===== config.mk =====
export PLATFORM = sky130hd
export DESIGN_NAME = cnt_arbiter
export DESIGN_NICKNAME = d
export VERILOG_FILES = /design/src/rtl/cnt_arbiter.sv
export SDC_FILE = /design/constraint.sdc
export NUM_CORES = 1
export LEC_CHECK = 0
export BUFFER_PORTS_ARGS = -buffer_cell sky130_fd_sc_hd__buf_2
export CORE_MARGIN = 5
export CORE_UTILIZATION = 56
export DETAILED_ROUTE_END_ITERATION = 7
export PLACE_DENSITY = 0.86
export REMOVE_ABC_BUFFERS = 1
export SYNTH_ARGS = -nofsm -noshare
export SYNTH_HDL_FRONTEND = slang
export SYNTH_SLANG_ARGS = --single-unit

===== constraint.sdc =====
create_clock -name clk -period 6 [get_ports clk]
set_input_delay 0.3 -clock clk [delete_from_list [all_inputs] [get_ports clk]]
set_output_delay 0.3 -clock clk [all_outputs]
set_load 0.02 [all_outputs]

===== src/rtl/cnt_arbiter.sv =====
// Round-robin owner of a shared event counter: a grant buys a burst of len
// increments, ended early if the owner drops req.
module cnt_arbiter #(
  parameter int NREQ = 4,
  parameter int CW   = 16,
  parameter int LW   = 8,
  parameter int IW   = 2
) (
  input  logic              clk,
  input  logic              rst,
  input  logic [NREQ-1:0]   req,
  input  logic [NREQ*LW-1:0] len,
  input  logic              clr,
  output logic [NREQ-1:0]   gnt,
  output logic [IW-1:0]     owner,
  output logic              busy,
  output logic              done,
  output logic              aborted,
  output logic [CW-1:0]     count
);

  typedef enum logic [1:0] {S_IDLE, S_RUN, S_DONE} state_t;

  state_t          r_state, w_state_nx;
  logic [NREQ-1:0] r_gnt,   w_gnt_nx;
  logic [IW-1:0]   r_owner, w_owner_nx;
  logic [IW-1:0]   r_rr,    w_rr_nx;
  logic [LW-1:0]   r_rem,   w_rem_nx;
  logic [CW-1:0]   r_cnt,   w_cnt_nx;
  logic            r_done,  w_done_nx;
  logic            r_abort, w_abort_nx;

  logic            w_found;
  logic [IW-1:0]   w_pick;
  logic [IW:0]     w_idx;
  logic [LW-1:0]   w_len;

  // First pending requester at or after the round-robin pointer, wrapping.
  always_comb begin
    w_found = 1'b0;
    w_pick  = '0;
    w_idx   = '0;
    for (int k = 0; k < NREQ; k++) begin
      w_idx = {1'b0, r_rr} + (IW+1)'(k);
      if (w_idx >= (IW+1)'(NREQ)) w_idx = w_idx - (IW+1)'(NREQ);
      if (!w_found && req[w_idx[IW-1:0]]) begin
        w_found = 1'b1;
        w_pick  = w_idx[IW-1:0];
      end
    end
  end

  assign w_len = len[int'(w_pick)*LW +: LW];

  always_comb begin
    w_state_nx = r_state;
    w_gnt_nx   = r_gnt;
    w_owner_nx = r_owner;
    w_rr_nx    = r_rr;
    w_rem_nx   = r_rem;
    w_cnt_nx   = r_cnt;
    w_done_nx  = 1'b0;
    w_abort_nx = 1'b0;
    case (r_state)
      S_IDLE: begin
        if (clr) begin
          w_cnt_nx = '0;
        end else if (w_found) begin
          w_owner_nx = w_pick;
          w_rem_nx   = w_len;
          if (w_len == '0) begin
            w_done_nx  = 1'b1;
            w_state_nx = S_DONE;
          end else begin
            w_gnt_nx         = '0;
            w_gnt_nx[w_pick] = 1'b1;
            w_state_nx       = S_RUN;
          end
        end
      end
      S_RUN: begin
        if (!req[r_owner]) begin
          w_gnt_nx   = '0;
          w_done_nx  = 1'b1;
          w_abort_nx = 1'b1;
          w_state_nx = S_DONE;
        end else begin
          w_cnt_nx = r_cnt + 1'b1;
          w_rem_nx = r_rem - 1'b1;
          if (r_rem == LW'(1)) begin
            w_gnt_nx   = '0;
            w_done_nx  = 1'b1;
            w_state_nx = S_DONE;
          end
        end
      end
      S_DONE: begin
        w_rr_nx    = (r_owner == IW'(NREQ-1)) ? '0 : r_owner + 1'b1;
        w_state_nx = S_IDLE;
      end
      default: w_state_nx = S_IDLE;
    endcase
  end

  always_ff @(posedge clk or negedge rst) begin
    if (!rst) begin
      r_state <= S_IDLE;
      r_gnt   <= '0;
      r_owner <= '0;
      r_rr    <= '0;
      r_rem   <= '0;
      r_cnt   <= '0;
      r_done  <= 1'b0;
      r_abort <= 1'b0;
    end else begin
      r_state <= w_state_nx;
      r_gnt   <= w_gnt_nx;
      r_owner <= w_owner_nx;
      r_rr    <= w_rr_nx;
      r_rem   <= w_rem_nx;
      r_cnt   <= w_cnt_nx;
      r_done  <= w_done_nx;
      r_abort <= w_abort_nx;
    end
  end

  assign gnt     = r_gnt;
  assign owner   = r_owner;
  assign busy    = (r_state != S_IDLE);
  assign done    = r_done;
  assign aborted = r_abort;
  assign count   = r_cnt;

endmodule


==> summary.txt <==
Run status
  – Status: complete, no violations

STA
  – Least-Margin Pin Slew: 1.01 ns
  – Min Clock Period, post-route: 2.79 ns
  – Count of final hold-check violations: 0
  – Unrepaired setup endpoints after global routing: false
  – Relative slew slack: 32.1%
  – Max Slew Vio Count: 0
  – Tcrit/Tclk final: 46.4%
  – Clock Skew: 0.00625 ns
  – Max Freq: 359 MHz
  – Final setup violation count: 0
  – Setup TNS: 0 ns

Synth
  – Synthesized flop and latch total: 36
  – Warnings from Yosys: 0
  – Netlist cell types: 40
  – Synth top area cells: dfrtp_1 (42%), mux2i_1 (7.4%), mux2_2 (5.2%)
  – Top_reg_cell synth: dfrtp_1
  – Number of synthesized flops with an enable pin: 0
  – Yosys top cell area share: 41.6%
  – Synth async-reset ratio: 100%
  – Register area share after synthesis: 41.6%
  – Syn_area_per_cell: 9.88 µm²
  – Synthesized instance count: 219
  – Yosys top cell by area: dfrtp_1
  – Cell Area, Synth: 2160 µm²

GRT
  – Gr ovfl total: 0
  – Largest net degree at the start of global routing: 37
  – Antenna violations before repair: 0
  – Gr usage total: 20.5%
  – Vias in the first global route: 1,747
  – First-pass GRT wire length: 8.22 mm

Detailed routing
  – Remaining DRCs: 0
  – Avg WL per Cell: 15.7 µm
  – Post-route ant nets: 0
  – Iter 0 DRT Violations: 124
  – DR pass1 iterations: 5
  – Final wirelength: 5.19 mm
  – Vias: 1,879
  – Vias per inst: 5.69

Clocking
  – Post-CTS Setup Repair Bufs: 0
  – CTS Buf Count: 5
  – TritonCTS clock tree: done
  – Root Buffer: clkbuf_8
  – # hold bufs at CTS: 0
  – Htree depth: 2
  – Clk pin slew, worst setup/hold paths: 0.08 ns
  – Max Buffers Root-to-Sink: 2
  – Skew-Pair Late Insertion Delay: 0.30 ns
  – Post-cts resize count: 0
  – CTS Sinks: 36

Setup path
  – Critical path fanouts, max: 17
  – Crit path required time: 6.15 ns
  – Critical path, cell by cell: or2_2 -> nor2_1 -> o21ai_0 -> nor2_1 -> nand3_1 -> xor2_1 -> nor2_1
  – Slowest CP cell: nor2_1
  – Endpoint type of the worst setup path: flip-flop
  – CP peak stage delay: 0.78 ns
  – Setup CP Type: flip-flop to flip-flop
  – CP Data Arrival Time: 2.93 ns
  – CP Launch Type: flip-flop
  – Crit-path most repeated cell: nor2_1

Cells and area
  – Most common cell after layout, fill and taps aside: buf_2
  – Antenna cell count: 0
  – Ratio of cells with drive above 1 in the final layout: 31.9%
  – Non-filler instance count after layout: 330
  – Area growth syn-to-layout: 19.3%
  – Final Core Density: 70.0%
  – Filler cell count: 284
  – Layout net count: 324
  – Final instance area: 2580 µm²
  – Most frequent cells in the layout: buf_2 (63), dfrtp_1 (36), nand2_1 (26)

Placement
  – Port Buffer Count: 63
  – Placed instance count: 322
  – Gpl congestion: 0.855
  – Post-DP HPWL: 3.78 mm
  – Dpl cell area: 2490 µm²

Floorplanning
  – Die Y: 72.2 µm
  – Row count: 22
  – IO Pins: 64
  – Width of the die: 72.2 µm
  – Starting Density: 58.6%
  – Core Area: 3690 µm²
  – Area of the die: 5210 µm²

Pwr
  – Static Leak: 1.28 nW
  – P per Cell Area: 432 nW/µm²
  – Max VDD drop: 243 µV

Worst hold path
  – Tightest Hold Check Type: input pin to asynchronous set/reset pin

Flow run
  – Maxcap violations: 0
## stage by stage
stage / power, mW / hold WS (ns) / setup WS [ns]
after floorplan: 0.778 / 0.00441 / 3.71
after global placement: 0.908 / 0.421 / 3.45
after detailed placement: 0.922 / 0.429 / 3.37
after CTS: 1.11 / 0.106 / 3.30
after global routing: 1.19 / 0.156 / 2.96
final: 1.11 / 0.0748 / 3.21
## path summary, 6_finish.rpt
path	startpoint	end	slack [ns]	depth (start not counted)
setup / recovery	r_state[0]	count[11]	3.21	7
hold / removal	rst	r_rem[5]	0.07	1
setup reg to reg	r_state[0]	count[11]	3.21	7
hold reg to reg	gnt[1]	gnt[1]	0.49	1
max in group asynchronous	rst	r_state[1]	5.43	1
min in group clk	gnt[1]	gnt[1]	0.49	1
## worst max-delay path, delay by kind of cell (launching register included)
kind,cells,cell delay (ns)
AO/OA/AOI/OAI,1,0.28
AND/OR/NAND/NOR,5,1.72
XOR/XNOR,1,0.18
flip-flops,1,0.45
## power breakdown
group / switching, mW / internal, mW
combinational: 0.323 / 0.228
sequential: 0.0634 / 0.313
clock: 0.0933 / 0.0934
## cells by family (layout without fill, tap and decap cells)
| family | after synthesis | count (layout) | share of synthesized area, % |
|---|---|---|---|
| AND/OR/NAND/NOR | 82 | 82 | 18.6 |
| flip-flops | 36 | 36 | 41.6 |
| XOR/XNOR | 13 | 13 | 5.26 |
| adder cells (fa/ha/maj) | 4 | 4 | 2.31 |
| multiplexers | 27 | 27 | 13.6 |
| AO/OA/AOI/OAI | 44 | 44 | 15.3 |
| buffers and inverters | 13 | 76 | 3.24 |
## routing by layer
layer	part of all wire (%)	track usage (%)	vias up
met4	2.6	11.1	0
met2	49	31.5	58
met3	5.4	4.57	12
met5	0	0	-
met1	43	26.8	907
li1	-	-	902
## final cells by class
| type | instances | area, µm² | area share [%] |
|---|---|---|---|
| clock buffers | 7 | 86.3 | 3.34 |
| clock inverters | 1 | 7.51 | 0.291 |
| inverters | 5 | 18.8 | 0.727 |
| multi-input cells | 170 | 1190 | 46.2 |
| flip-flops and latches | 36 | 901 | 34.9 |
| well taps | 48 | 60.1 | 2.33 |
| repair buffers | 63 | 315 | 12.2 |
## sequential cells by signal, indices dropped and copies added, names as in the netlist
name / cells
owner: 2
count: 16
done: 1
r_rr: 2
aborted: 1
r_state: 2
r_rem: 8
gnt: 4
## synth_stat cells, drive strengths merged (2+ instances only)
master and instances:
mux2 10, or3 2, nor2b 2, o31ai 5, and3 4, a21oi 3, nor2 23, nor3 2
inv 5, o2bb2ai 4, dfrtp 36, o22ai 3, buf 5, a22o 6, o32ai 2, nand3 7
xor2 12, ha 4, nand3b 2, o21ai 14, clkbuf 3, or2 3, nand2b 8, mux2i 16
nand4 2, nand2 26
(Power assumes the default switching activity.)
